**config.mk**
```make
export PLATFORM = sky130hd
export DESIGN_NAME = risc8_cdi
export DESIGN_NICKNAME = d
export VERILOG_FILES = /design/src/rtl/risc8_cdi.sv
export SDC_FILE = /design/constraint.sdc
export NUM_CORES = 1
export LEC_CHECK = 0
export CAP_MARGIN = 0
export CORE_UTILIZATION = 40
export DETAILED_ROUTE_END_ITERATION = 8
export HOLD_SLACK_MARGIN = 0.08
export PLACE_DENSITY = 0.86
export SLEW_MARGIN = 25
export SYNTH_ARGS = -nofsm -noshare
export SYNTH_HDL_FRONTEND = slang
export SYNTH_SLANG_ARGS = --single-unit
```
**constraint.sdc**
```tcl
create_clock -name clk -period 1.6 [get_ports clk]
set_input_delay 0.24 -clock clk [delete_from_list [all_inputs] [get_ports clk]]
set_output_delay 0.24 -clock clk [all_outputs]
set_load 0.02 [all_outputs]
```
**src/rtl/risc8_cdi.sv**
```systemverilog
// risc8_cdi: control/datapath interface stage of the 8-bit RISC core.
// Latches the decoded control word of each opcode byte, gathers the 0-3
// immediate bytes that follow it, then presents the whole instruction to
// the datapath as a one-cycle ex_valid pulse. Also holds the ALU flags.
module risc8_cdi (
    input  logic        clk,
    input  logic        rst_n,
    input  logic        fetch_valid,
    input  logic [7:0]  fetch_byte,
    input  logic        stall,
    input  logic        flush,
    input  logic [1:0]  ctl_a1,
    input  logic [1:0]  ctl_a2,
    input  logic [1:0]  ctl_a3,
    input  logic [3:0]  ctl_alu_op,
    input  logic [1:0]  ctl_selb,
    input  logic        ctl_rw_en,
    input  logic [2:0]  ctl_selr,
    input  logic [1:0]  ctl_isize,
    input  logic [2:0]  alu_flags_in,
    input  logic        alu_flags_we,
    output logic        opcode_req,
    output logic        busy,
    output logic        ex_valid,
    output logic [7:0]  ex_instr,
    output logic [1:0]  ex_a1,
    output logic [1:0]  ex_a2,
    output logic [1:0]  ex_a3,
    output logic [3:0]  ex_alu_op,
    output logic [1:0]  ex_selb,
    output logic [2:0]  ex_selr,
    output logic [1:0]  ex_isize,
    output logic        ex_rw_en,
    output logic [23:0] ex_imm,
    output logic [2:0]  alu_comp
);

    typedef enum logic {
        S_OPCODE = 1'b0,
        S_IMM    = 1'b1
    } state_t;

    state_t     state;
    state_t     state_nx;
    logic [1:0] rem;
    logic [1:0] rem_nx;
    logic       accept;
    logic       fire;
    logic       ld_op;
    logic       ld_imm;
    logic       rw_en_q;
    logic [1:0] imm_idx;

    assign accept     = fetch_valid & ~stall & ~flush;
    assign opcode_req = (state == S_OPCODE);
    assign busy       = (state == S_IMM);
    // Immediate slot counts up from 0 while rem counts down from isize.
    assign imm_idx    = ex_isize - rem;
    // The latched write enable only reaches the datapath during the pulse.
    assign ex_rw_en   = rw_en_q & ex_valid;

    // State and remaining-byte counter register.
    always_ff @(posedge clk or negedge rst_n) begin
        if (!rst_n) begin
            state <= S_OPCODE;
            rem   <= '0;
        end else begin
            state <= state_nx;
            rem   <= rem_nx;
        end
    end

    // Next-state logic and load strobes for the instruction latches.
    always_comb begin
        state_nx = state;
        rem_nx   = rem;
        fire     = 1'b0;
        ld_op    = 1'b0;
        ld_imm   = 1'b0;
        if (flush) begin
            state_nx = S_OPCODE;
            rem_nx   = '0;
        end else if (accept) begin
            case (state)
                S_OPCODE: begin
                    ld_op  = 1'b1;
                    rem_nx = ctl_isize;
                    if (ctl_isize == 2'd0) begin
                        fire = 1'b1;
                    end else begin
                        state_nx = S_IMM;
                    end
                end
                S_IMM: begin
                    ld_imm = 1'b1;
                    rem_nx = rem - 2'd1;
                    if (rem <= 2'd1) begin
                        rem_nx   = '0;
                        fire     = 1'b1;
                        state_nx = S_OPCODE;
                    end
                end
                default: begin
                    state_nx = S_OPCODE;
                    rem_nx   = '0;
                end
            endcase
        end
    end

    // Instruction latches and the self-clearing execute pulse.
    always_ff @(posedge clk or negedge rst_n) begin
        if (!rst_n) begin
            ex_valid  <= 1'b0;
            ex_instr  <= '0;
            ex_a1     <= '0;
            ex_a2     <= '0;
            ex_a3     <= '0;
            ex_alu_op <= '0;
            ex_selb   <= '0;
            ex_selr   <= '0;
            ex_isize  <= '0;
            rw_en_q   <= 1'b0;
            ex_imm    <= '0;
        end else begin
            ex_valid <= fire;
            if (ld_op) begin
                ex_instr  <= fetch_byte;
                ex_a1     <= ctl_a1;
                ex_a2     <= ctl_a2;
                ex_a3     <= ctl_a3;
                ex_alu_op <= ctl_alu_op;
                ex_selb   <= ctl_selb;
                ex_selr   <= ctl_selr;
                ex_isize  <= ctl_isize;
                rw_en_q   <= ctl_rw_en;
                ex_imm    <= '0;
            end
            if (ld_imm) begin
                case (imm_idx)
                    2'd0:    ex_imm[7:0]   <= fetch_byte;
                    2'd1:    ex_imm[15:8]  <= fetch_byte;
                    2'd2:    ex_imm[23:16] <= fetch_byte;
                    default: ;
                endcase
            end
        end
    end

    // ALU comparison flags, updated regardless of fetch state.
    always_ff @(posedge clk or negedge rst_n) begin
        if (!rst_n) begin
            alu_comp <= '0;
        end else if (alu_flags_we) begin
            alu_comp <= alu_flags_in;
        end
    end

endmodule

```
==> impl_metrics.tcl, run 1 <==
set metrics [dict create \
    synth_common_cells "dfrtp_1 (57), mux2_2 (44), nor2b_1 (25)" \
    worstPathArrival_ns 2.05 \
    via_count 1788 \
    cts_made_buffers 9 \
    worst_slack_ns -0.244 \
    outcome "finished with violations" \
    clockBufferDepth 2 \
    drive_above_1_share_pct 33.8 \
    yosysMostFrequentCell "dfrtp_1" \
    dp_hpwl_mm 3.84 \
    finalHoldViolCount 0 \
    wl_mm 6.16 \
    worstSkewPairLatency_ns 0.33 \
    switching_share_pct 27.5 \
    setup_viol 24 \
    postSynth.asyncResetShare_pct 100 \
    final_cells 365 \
    syn-cell-area_um2 2430 \
    syn_nets 204 \
    startpoint_type "flop" \
    switching_power_w 0.00111 \
    cap_violations 0 \
    clock_sinks 57 \
    die_h_um 80.0 \
    nets 323 \
    viasPerCell 4.90 \
    tightest_slew_ns 0.459 \
    initial_core_util_pct 41.4 \
    cp.buffers_inverters 3 \
    synth_edf_count 0 \
    yosysWarnings 0 \
    fin_skew_ns 0.00726 \
    globalRouteTotalUtil_pct 19.8 \
    p_seq_share_pct 42.5 \
    maxSlewHeadroom_pct 69.4 \
    synth_cells 168 \
    grt_pass1_wl_mm 9.32 \
    avgSynthCellArea_um2 14.5 \
    die_x_um 80.0 \
    synth_top_area_share_pct 58.6 \
    period_share_pct 115 \
    crit_fanout 4 \
    wl_per_cell_um 16.9 \
    antenna_cells 0 \
    placed_area_um2 3570 \
    grt_pass1_vias 1879 \
    cts_tree "built" \
    synthFlopType "dfrtp_1" \
    synth_top_cell_by_area "dfrtp_1" \
    crit_type "reg -> reg" \
    crit_chain "inv_2 -> ha_4 -> xor3_2 -> buf_6 -> nor3b_4 -> buf_4 -> mux2_4" \
    io_buffers 90 \
    overflow 0 \
    endpoint_kind "flop" \
    power_per_cell_area_nw_per_um2 1020 \
    cp_top_family "flip-flops" \
    row_count 28 \
    vdd_drop_max_v 0.000641 \
    dieArea_um2 6400 \
    fmax_ghz 0.542 \
    placed_cells 344 \
    final_util_pct 67.2 \
    worstHoldPathType "in -> reg" \
    globalplace.congestion 0.805 \
    core_area_um2 5890 \
    syn_to_final_growth_pct 62.4 \
    cts-root-buf "clkbuf_8" \
    finalMaxSlewViolations 0 \
    violations "setup timing" \
    drtIter0Drc 43 \
    path_clk_slew_ns 0.06 \
    synth_cell_types 26 \
    rsz0062_at_grt "yes" \
    postLayoutCellArea_um2 3950 \
    p_leak_nw 1.81 \
    ys_seq_area_share_pct 58.6 \
    firstDrtPassIters 2 \
    fin_crit_ns 1.84 \
    drc 0 \
    p_comb_share_pct 27.6 \
    htree_num_levels 3 \
    slowest_delay_ns 0.41 \
    drtAntennaViolNets 0 \
    cp.required_ns 1.81 \
    yosys_register_bits 57 \
    grt_max_degree 40 \
    cp_slowest_cell "dfrtp_2" \
    io_pins 91 \
    antenna_found_initial 0 \
    p_clk_share_pct 29.8 \
    synthTopCellsByArea "dfrtp_1 (59%), mux2_2 (20%), nor2b_1 (6.4%)" \
    internal_power_w 0.00293 \
]
-- power by group through the flow --
stage,Sequential (W),Clock [W],Combinational (W)
2_1_floorplan,0.00195,0,0.000257
3_3_place_gp,0.00173,0,0.00103
3_5_place_dp,0.00174,0,0.00105
4_1_cts,0.00172,0.00123,0.00107
5_1_grt,0.00174,0.00130,0.00118
6_report,0.00172,0.00120,0.00112
-- logic make-up after synthesis --
group           after synthesis  share of synthesized area, %
buf+inv                      10                          2.00
xor+xnor                      1                         0.976
flops                        57                          58.6
mux                          52                          25.3
fa+ha+maj                     1                         0.514
compound gates                8                          1.90
simple gates                 39                          10.7
-- worst paths after layout --
path	start	slack, ns	end	cells after the start
max	ex_isize[0]	-0.24	ex_imm[12]	7
min	flush	0.24	busy	3
max reg2reg	ex_isize[0]	-0.24	ex_imm[12]	7
min reg2reg	alu_comp[0]	0.50	alu_comp[0]	1
max in group asynchronous	rst_n	0.62	ex_a2[0]	3
min in group asynchronous	rst_n	0.41	ex_a3[1]	2
-- state kept, by name, indices dropped and copies added (netlist names), 3 cells and up --
register and count:
alu_comp 3, ex_alu_op 4, ex_instr 8, ex_selr 3, ex_imm 24
-- cells in the final DEF (no fill, tap or decap), types with 8 or more instances in the layout --
cell and instances:
buf_6 10, dfrtp_1 55, mux2_4 24, nor2b_1 25, clkbuf_8 12, clkdlybuf4s50_1 84, mux2_2 28, buf_4 8
-- timing repair --
action	CTS	global route
hold endpoints to repair	18	0
gates cloned	0	4
gates resized for setup	22	16
hold buffers	1	0
pin swaps	0	2
setup endpoints to repair	28	50
buffers inserted	1	1
-- final cells by class --
| class | count | area (um2) |
|---|---|---|
| fillers | 457 | 1930 |
| flip-flops and latches | 57 | 1430 |
| repair buffers | 114 | 1180 |
| multi-input cells | 101 | 1060 |
| clock buffers | 14 | 173 |
| well taps | 75 | 93.8 |
| inverters | 4 | 15.0 |
-- worst register-to-register path: stages (launching register included) --
cell     delay (ns)
dfrtp_2        0.41
inv_2          0.07
ha_4           0.12
xor3_2         0.27
buf_6          0.15
nor3b_4        0.21
buf_4          0.19
mux2_4         0.31
-- through the flow --
step           total power (W)  worst slack (ns)  hold WS [ns]  setup TNS [ns]
2_1_floorplan          0.00221            -0.229       -0.0556           -3.63
3_3_place_gp           0.00276            -0.349         0.210          -14.35
3_5_place_dp           0.00279            -0.381         0.218          -15.82
4_1_cts                0.00402            -0.242         0.420           -4.91
5_1_grt                0.00422            -0.304         0.258           -6.21
6_report               0.00403            -0.244         0.243           -4.83
-- per-layer routing --
metal / GRT usage (%) / wire, um
met4: 7.50 / 76
met2: 33.8 / 3130
met5: 0 / 0
met3: 5.83 / 304
met1: 23.3 / 2660
Power figures use the tool's default switching activity.
==> run 2, diff against run 1 <==
--- a/config.mk
+++ b/config.mk
@@ -6,10 +6,10 @@
 export NUM_CORES = 1
 export LEC_CHECK = 0
 export CAP_MARGIN = 0
-export CORE_UTILIZATION = 40
+export CORE_UTILIZATION = 25
 export DETAILED_ROUTE_END_ITERATION = 8
 export HOLD_SLACK_MARGIN = 0.08
-export PLACE_DENSITY = 0.86
+export PLACE_DENSITY = 0.62
 export SLEW_MARGIN = 25
 export SYNTH_ARGS = -nofsm -noshare
 export SYNTH_HDL_FRONTEND = slang
==> run 2 against run 1 <==
The run still ends with setup timing left. Register-to-register slack gained 0.04 ns. Sequential cell count unchanged. Final cell count is 16% higher. Critical path depth fell by 1. Utilization is 22 points lower. Wire length increased by 3.9%.
==> impl_metrics.tcl, run 2 (synthesis results as in run 1) <==
set metrics [dict create \
    p_comb_share_pct 25.5 \
    largest_reg_flops 24 \
    startpoint_type "flop" \
    drtIter0Drc 65 \
    p_leak_nw 2.12 \
    regMostFlops "ex_imm" \
    fmax_ghz 0.555 \
    wl_per_cell_um 15.1 \
    grt_pass1_vias 1852 \
    finalHoldViolCount 0 \
    dieArea_um2 10100 \
    antenna_found_initial 0 \
    core_area_um2 9330 \
    p_clk_share_pct 36.5 \
    worstSkewPairLatency_ns 0.33 \
    maxSlewHeadroom_pct 72.9 \
    worstHoldPathType "in -> reg" \
    nets 325 \
    grt_pass1_wl_mm 9.27 \
    initial_core_util_pct 26.1 \
    worstPathArrival_ns 2.01 \
    grt_max_degree 35 \
    reg_top3 "ex_imm x24, ex_instr x8, ex_alu_op x4" \
    die_h_um 101 \
    fin_skew_ns 0.00903 \
    row_count 35 \
    cts_tree "built" \
    cp.required_ns 1.81 \
    worst_slack_ns -0.202 \
    cts-root-buf "clkbuf_8" \
    endpoint_kind "flop" \
    overflow 0 \
    cts_made_buffers 9 \
    via_count 1796 \
    drtAntennaViolNets 0 \
    switching_power_w 0.00118 \
    ff2ff_path_depth 6 \
    slowest_delay_ns 0.41 \
    final_cells 423 \
    clock_sinks 57 \
    postLayoutCellArea_um2 4190 \
    antenna_cells 0 \
    clockBufferDepth 2 \
    violations "setup timing" \
    period_share_pct 113 \
    timing.hold.ws_ns 0.225 \
    dp_hpwl_mm 4.04 \
    viasPerCell 4.25 \
    globalplace.congestion 0.686 \
    io_pins 91 \
    globalRouteTotalUtil_pct 12.3 \
    whs_path_depth 3 \
    tightest_slew_ns 0.406 \
    syn_to_final_growth_pct 72.3 \
    vdd_drop_max_v 0.000577 \
    placed_cells 400 \
    finalMaxSlewViolations 0 \
    outcome "finished with violations" \
    rsz0062_at_grt "yes" \
    setup_viol 30 \
    rrSetupSlack_ns -0.20 \
    drc 0 \
    fin_setup_tns_ns -4.00 \
    firstDrtPassIters 4 \
    io_buffers 90 \
    placed_area_um2 3640 \
    cap_violations 0 \
    crit_chain "inv_2 -> ha_4 -> xor3_1 -> or3b_4 -> buf_6 -> mux2_4" \
    path_clk_slew_ns 0.07 \
    p_seq_share_pct 37.9 \
    cp_slowest_cell "dfrtp_2" \
    htree_num_levels 3 \
    internal_power_w 0.00335 \
    fin_crit_ns 1.80 \
    switching_share_pct 25.9 \
    crit_fanout 4 \
    drive_above_1_share_pct 35.4 \
    wl_mm 6.41 \
    crit_type "reg -> reg" \
    power_per_cell_area_nw_per_um2 1080 \
    final_cell_mix "clkdlybuf4s50_1 (70), dfrtp_1 (55), mux2_4 (40)" \
    final_common_cell "clkdlybuf4s50_1" \
    die_x_um 101 \
    n_fill_cell 863 \
]
-- run 2: layout make-up --
cell class | count | area, um2 | share of cell area, %
Multi-Input combinational cell | 101 | 1120 | 26.8
Tap cell | 129 | 161 | 3.85
Inverter | 4 | 15.0 | 0.358
Clock inverter | 6 | 105 | 2.51
Timing Repair Buffer | 116 | 1220 | 29.2
Clock buffer | 10 | 138 | 3.28
Sequential cell | 57 | 1430 | 34.1
-- run 2: worst paths after layout --
| check | endpoint | startpoint |
|---|---|---|
| min reg2reg | ex_selr[1] | ex_selr[1] |
| min in group asynchronous | ex_a3[1] | rst_n |
| max reg2reg | ex_imm[6] | ex_isize[0] |
| max | ex_imm[6] | ex_isize[0] |
| min | busy | flush |
| max in group asynchronous | ex_imm[6] | rst_n |
-- run 2: metal layers --
metal  wire length, um  up-vias  GRT usage (%)
li1                  -      818              -
met1              2930      915           14.5
met2              3070       60           20.1
met3               368        3           5.34
met4                36        0           3.68
met5                 0        -              0
-- run 2: timing repair --
| action | CTS | global route |
|---|---|---|
| cloned | 0 | 4 |
| setup buffers | 0 | 2 |
| hold buffers | 1 | 0 |
| setup endpoints to repair | 28 | 61 |
| resized for setup | 11 | 58 |
| endpoints found under the hold margin | 57 | 0 |
| pin swaps | 1 | 3 |
-- run 2: metrics by stage --
step,worst slack [ns],utilization [%],power (W)
after CTS,-0.202,41.9,0.00448
final,-0.202,45.0,0.00453
after global routing,-0.286,45.0,0.00476
after floorplan,-0.229,-,0.00221
after global placement,-0.373,39.0,0.00277
after detailed placement,-0.379,39.0,0.00279
-- run 2: critical path, delay by kind of cell, from the launching register on --
family / cells / cell delay (ns)
flip-flops: 1 / 0.41
AND/OR/NAND/NOR: 1 / 0.40
multiplexers: 1 / 0.29
buffers and inverters: 2 / 0.23
XOR/XNOR: 1 / 0.24
adder cells (fa/ha/maj): 1 / 0.12
-- run 2: power by group through the flow --
stage	Combinational, W	Sequential [W]	Clock (W)
global route	0.00123	0.00174	0.00179
floorplan	0.000257	0.00195	0
detailed placement	0.00105	0.00174	0
finish	0.00116	0.00172	0.00166
CTS	0.00105	0.00172	0.00171
global placement	0.00104	0.00174	0
==> run 3, diff against run 2 <==
--- a/config.mk
+++ b/config.mk
@@ -5,11 +5,12 @@
 export SDC_FILE = /design/constraint.sdc
 export NUM_CORES = 1
 export LEC_CHECK = 0
+export ABC_AREA = 1
 export CAP_MARGIN = 0
 export CORE_UTILIZATION = 25
 export DETAILED_ROUTE_END_ITERATION = 8
 export HOLD_SLACK_MARGIN = 0.08
-export PLACE_DENSITY = 0.62
+export PLACE_DENSITY = 0.61
 export SLEW_MARGIN = 25
 export SYNTH_ARGS = -nofsm -noshare
 export SYNTH_HDL_FRONTEND = slang
==> run 3 against run 2 <==
Area after synthesis increased by 7.1%. First-iteration DRC count grew 42%. Maximum frequency is 16% higher. Clock power decreased by 28%. Largest cell class unchanged. Final cell count up 31%. Synthesized cell count rose by 88%. Die area is 6.9% higher. Cell area shrank 6.5%. Global-route usage increased by 1.8 points. Count of clock-buffer cells in the layout grew 3. Sequential power is essentially flat. The run now ends clean.
==> impl_metrics.tcl, run 3 <==
set metrics [dict create \
    power_per_cell_area_nw_per_um2 1050 \
    dieArea_um2 10800 \
    cts_made_buffers 9 \
    antenna_cells 0 \
    die_h_um 104 \
    yosysMostFrequentCell "nand2_1" \
    worstSkewPairLatency_ns 0.33 \
    synth_top_cell_by_area "dfrtp_1" \
    clock_sinks 57 \
    syn_to_final_growth_pct 50.4 \
    synth_top_area_share_pct 54.7 \
    slowest_delay_ns 0.61 \
    fin_skew_ns 0.00480 \
    p_comb_share_pct 28.6 \
    vdd_drop_max_v 0.000338 \
    synth_cell_types 23 \
    postSynth.asyncResetShare_pct 100 \
    drtAntennaViolNets 0 \
    via_count 2400 \
    crit_fanout 2 \
    overflow 0 \
    crit_chain "clkdlybuf4s50_1" \
    antenna_found_initial 0 \
    regMostFlops "ex_imm" \
    switching_power_w 0.00128 \
    cp_top_family "buffers and inverters" \
    avgSynthCellArea_um2 8.28 \
    drive_above_1_share_pct 10.9 \
    final_cells 555 \
    switching_share_pct 31.2 \
    synth_edf_count 0 \
    finalMaxSlewViolations 0 \
    tightest_slew_ns 0.309 \
    firstDrtPassIters 4 \
    viasPerCell 4.32 \
    internal_power_w 0.00283 \
    yosys_register_bits 57 \
    setup_viol 0 \
    yosysWarnings 0 \
    final_common_cell "nand2_1" \
    dp_hpwl_mm 5.01 \
    wl_mm 7.16 \
    outcome "complete, no violations" \
    grt_pass1_vias 2330 \
    crit_type "reg -> out" \
    reg_top3 "ex_imm x24, ex_instr x8, ex_alu_op x4" \
    cp_slowest_cell "clkdlybuf4s50_1" \
    p_clk_share_pct 29.2 \
    ys_seq_area_share_pct 54.7 \
    wl_per_cell_um 12.9 \
    fmax_ghz 0.645 \
    cts-root-buf "clkbuf_8" \
    fin_setup_tns_ns 0 \
    finalHoldViolCount 0 \
    synth_common_cells "nand2_1 (111), dfrtp_1 (57), inv_1 (33)" \
    initial_core_util_pct 26.2 \
    worstPathArrival_ns 1.31 \
    io_pins 91 \
    startpoint_type "flop" \
    syn-cell-area_um2 2610 \
    globalplace.congestion 0.749 \
    globalRouteTotalUtil_pct 14.1 \
    final_cell_mix "nand2_1 (111), clkdlybuf4s50_1 (79), dfrtp_1 (57)" \
    largest_reg_flops 24 \
    drc 0 \
    grt_max_degree 58 \
    fin_crit_ns 1.55 \
    cts_tree "built" \
    row_count 36 \
    placed_cells 538 \
    core_area_um2 9950 \
    worstHoldPathType "in -> async" \
    syn_nets 351 \
    rsz0062_at_grt "no" \
    grt_pass1_wl_mm 11.9 \
    io_buffers 90 \
    cap_violations 0 \
    p_seq_share_pct 42.2 \
    synthTopCellsByArea "dfrtp_1 (55%), nand2_1 (16%), nand3_1 (5.4%)" \
    clockBufferDepth 2 \
    nets 456 \
    drtIter0Drc 92 \
    period_share_pct 96.9 \
    cp.required_ns 1.36 \
    htree_num_levels 3 \
    endpoint_kind "output port" \
    path_clk_slew_ns 0.06 \
    die_x_um 104 \
    synth_cells 315 \
    maxSlewHeadroom_pct 79.4 \
    cp.buffers_inverters 1 \
    synthFlopType "dfrtp_1" \
    p_leak_nw 1.95 \
]
## run 3: cell families after synthesis
family          synth area share (%)
flops                           54.7
mux                             1.30
buf+inv                         8.21
compound gates                  5.90
fa+ha+maj                      0.480
simple gates                    29.4
## run 3: metrics by stage
step	util (%)	total power, W	worst slack (ns)	instance area, um2	hold slack, ns
floorplan	-	0.00230	0.127	2610	-0.0556
global placement	37.2	0.00290	-0.00191	3710	0.270
detailed placement	37.2	0.00292	-0.0377	3710	0.277
CTS	39.0	0.00413	0.00728	3880	0.437
global route	39.4	0.00436	0.000443	3920	0.451
finish	39.4	0.00411	0.0499	3920	0.450
## run 3: final timing paths
check,startpoint,slack (ns),to,cells after the start
setup / recovery,ex_isize[0],0.05,ex_isize[0],1
hold / removal,rst_n,0.45,alu_comp[1],3
setup reg to reg,ex_isize[0],0.12,ex_imm[2],10
hold reg to reg,ex_instr[1],0.48,ex_instr[1],2
max in group asynchronous,rst_n,0.90,ex_instr[1],3
min in group clk,ctl_alu_op[1],0.45,ex_alu_op[1],3
## run 3: power by group through the flow
| stage | registers [W] | clock network, W | logic [W] |
|---|---|---|---|
| final | 0.00173 | 0.00120 | 0.00117 |
| after global routing | 0.00176 | 0.00133 | 0.00127 |
| after CTS | 0.00174 | 0.00124 | 0.00116 |
| after detailed placement | 0.00176 | 0 | 0.00116 |
| after global placement | 0.00176 | 0 | 0.00114 |
| after floorplan | 0.00197 | 0 | 0.000337 |
## run 3: area by class of cell
cell class | count | area, um2
Timing Repair Buffer | 106 | 1050
Tap cell | 133 | 166
Sequential cell | 57 | 1430
Clock buffer | 13 | 169
Fill cell | 998 | 6030
Inverter | 36 | 135
Multi-Input combinational cell | 210 | 975
## run 3: worst register-to-register path, delay by kind of cell, from the launching register on
kind / cells / cell delay [ns]
buffers and inverters: 3 / 0.33
AND/OR/NAND/NOR: 6 / 0.47
adder cells (fa/ha/maj): 1 / 0.18
flip-flops: 1 / 0.40
## run 3: repair_timing
action / in CTS / in global routing
gates resized for setup: 5 / 8
hold buffers: 1 / 0
pin swaps: 0 / 1
endpoints found under the hold margin: 57 / 0
setup endpoints to repair: 5 / 21
buffers inserted: 0 / 3
## run 3: routing by layer
metal  routed length (um)  GRT usage (%)
met4                   70           4.69
met1                 3420           18.4
met3                  380           4.07
met5                    0              0
met2                 3290           22.2
==> variant, RTL diff (settings of run 1) <==
Reset style: synchronous (`rst_n`), changed in 3 clocked blocks.
--- a/src/rtl/risc8_cdi.sv
+++ b/src/rtl/risc8_cdi.sv
@@ -60,7 +60,7 @@
     assign ex_rw_en   = rw_en_q & ex_valid;
 
     // State and remaining-byte counter register.
-    always_ff @(posedge clk or negedge rst_n) begin
+    always_ff @(posedge clk) begin
         if (!rst_n) begin
             state <= S_OPCODE;
             rem   <= '0;
@@ -109,7 +109,7 @@
     end
 
     // Instruction latches and the self-clearing execute pulse.
-    always_ff @(posedge clk or negedge rst_n) begin
+    always_ff @(posedge clk) begin
         if (!rst_n) begin
             ex_valid  <= 1'b0;
             ex_instr  <= '0;
@@ -148,7 +148,7 @@
     end
 
     // ALU comparison flags, updated regardless of fetch state.
-    always_ff @(posedge clk or negedge rst_n) begin
+    always_ff @(posedge clk) begin
         if (!rst_n) begin
             alu_comp <= '0;
         end else if (alu_flags_we) begin
Formal check against the unedited RTL: differs if rst_n is asserted again (counterexample within 4 cycles, from zero or initial values and one cycle with rst_n low); with rst_n held inactive, the same outputs for 10 cycles.
==> variant against run 1 <==
  * The run still ends with negative setup slack left
  * Routed wire length up 4.8%
  * Critical path depth down 4
  * First-iteration DRC count rose to 2.6 times the old value
  * Sequential cell count unchanged
  * Synthesized area down 2.1%
  * Design area down 5.1%
  * Final cell count up 16%
  * Worst setup slack better by 0.11 ns
  * Via count up 19%
Power is not compared: it rests on default switching activity, and its combinational part moved more than twofold at a synthesized area within 25%.
==> variant: results (changes against run 1) <==
----------------------------------------------------
[Run status]
  Run status ... finished with violations (unchanged)
  Failing checks ... negative setup slack (unchanged)

[Synthesis]
  Share of synthesized cell area in full adder, half adder and majority cells ... 0.525% (was 0.514%)
  Count of different cell masters after synthesis ... 28 (was 26)
  Share of the yosys chip area belonging to registers ... 47.8% (was 58.6%)
  Biggest area contributors in the synthesized netlist ... dfxtp_1 (48%), nand2_1 (8.5%), a21boi_0 (8.2%) (was dfrtp_1 (59%), mux2_2 (20%), nor2b_1 (6.4%))
  Async SR Flop Fraction ... 0% (was 100%)
  Top flip-flop cell by instance count after synthesis ... dfxtp_1 (was dfrtp_1)
  Share of cell area taken by muxes after synthesis ... 13.9% (was 25.3%)
  Synth Net Count ... 275 (was 204)
  Synth Area in XOR/XNOR ... 0.997% (was 0.976%)

[Min path]
  Worst Hold End ... ex_a1[1]$_SDFFE_PN0P_ (was busy$_DFFE_PN0P_)
  Worst hold path stage count ... 2 (was 3)
  Hold Path Origin ... ex_a1[1]$_SDFFE_PN0P_ (was flush)
  Path type of the worst min-delay path ... reg -> reg (was in -> reg)

[GRT]
  Largest net degree at the start of global routing ... 50 (was 40)
  Global-route wire length before repair ... 10.5 mm (was 9.32 mm)
  Global Route Usage Sum ... 22.4% (was 19.8%)

[Detailed routing]
  Drt first-iter violations ... 113 (was 43)
  Met3 layer wire length in the routed design ... 449 um (was 304 um)
  Mean routed wirelength per cell ... 15.3 um (was 16.9 um)
  Number of vias in the routed layout ... 2133 (was 1788)

[Timing]
  Final setup violating endpoints ... 24 (unchanged)
  Final worst slack ... -0.138 ns (was -0.244 ns)
  Worst relative slew slack ... 74.9% (was 69.4%)

[Cells and area]
  Fraction of layout cells with a size suffix above 1 ... 20.0% (was 33.8%)
  Final net count ... 382 (was 323)

----------------------------------------------------
## variant: changes by cell type in the layout (fill, tap and decap cells not counted), sizes merged, moves of 25 or more
cell,change
a21boi,+26
dfrtp,-57
mux2,-28
nand2,+53
and3,+25
dfxtp,+57
## variant: timing repair
item                       4_1_cts  5_1_grt
setup endpoints to repair       43       38
setup buffers                    1        0
hold buffers                     0        0
gates resized for setup         21        8
pin swaps                        1        0
cloned                           1        1
## variant: metrics by stage
stage          hold slack [ns]  instance area, sq um
6_report                 0.458                  3750
5_1_grt                  0.456                  3750
4_1_cts                  0.447                  3730
3_5_place_dp             0.455                  3460
3_3_place_gp             0.448                  3460
2_1_floorplan            0.374                  2400
## variant: cell families (layout without fill, tap and decap cells)
logic type,count (synthesis),count (layout)
adder cells (fa/ha/maj),1,1
flip-flops,57,57
XOR/XNOR,1,1
multiplexers,27,27
AND/OR/NAND/NOR,102,104
AO/OA/AOI/OAI,34,34
buffers and inverters,17,126
## variant: area by class of cell
type | count | area, sq um
Clock buffer | 13 | 170
Sequential cell | 57 | 1150
Clock inverter | 2 | 35.0
Multi-Input combinational cell | 167 | 1230
Tap cell | 72 | 90.1
Timing Repair Buffer | 109 | 1060
Inverter | 2 | 10.0
Fill cell | 444 | 1890
## variant: critical path: stages, from the launching register on
cell	delay, ns
dfxtp_4	0.34
xor3_2	0.48
or3_4	0.48
mux2_4	0.33
## variant: metal layers
metal,up-vias,global-route usage [%]
li1,1045,-
met1,998,26.4
met2,80,36.0
met3,10,9.54
met4,0,8.00
met5,-,0
## variant: power by group through the flow
stage	Sequential [W]	Combinational [W]	Clock [W]
after floorplan	0.00152	0.000107	0
after global placement	0.00149	0.000325	0
after detailed placement	0.00149	0.000332	0
after CTS	0.00146	0.000341	0.00143
after global routing	0.00146	0.000371	0.00150
final	0.00146	0.000343	0.00139
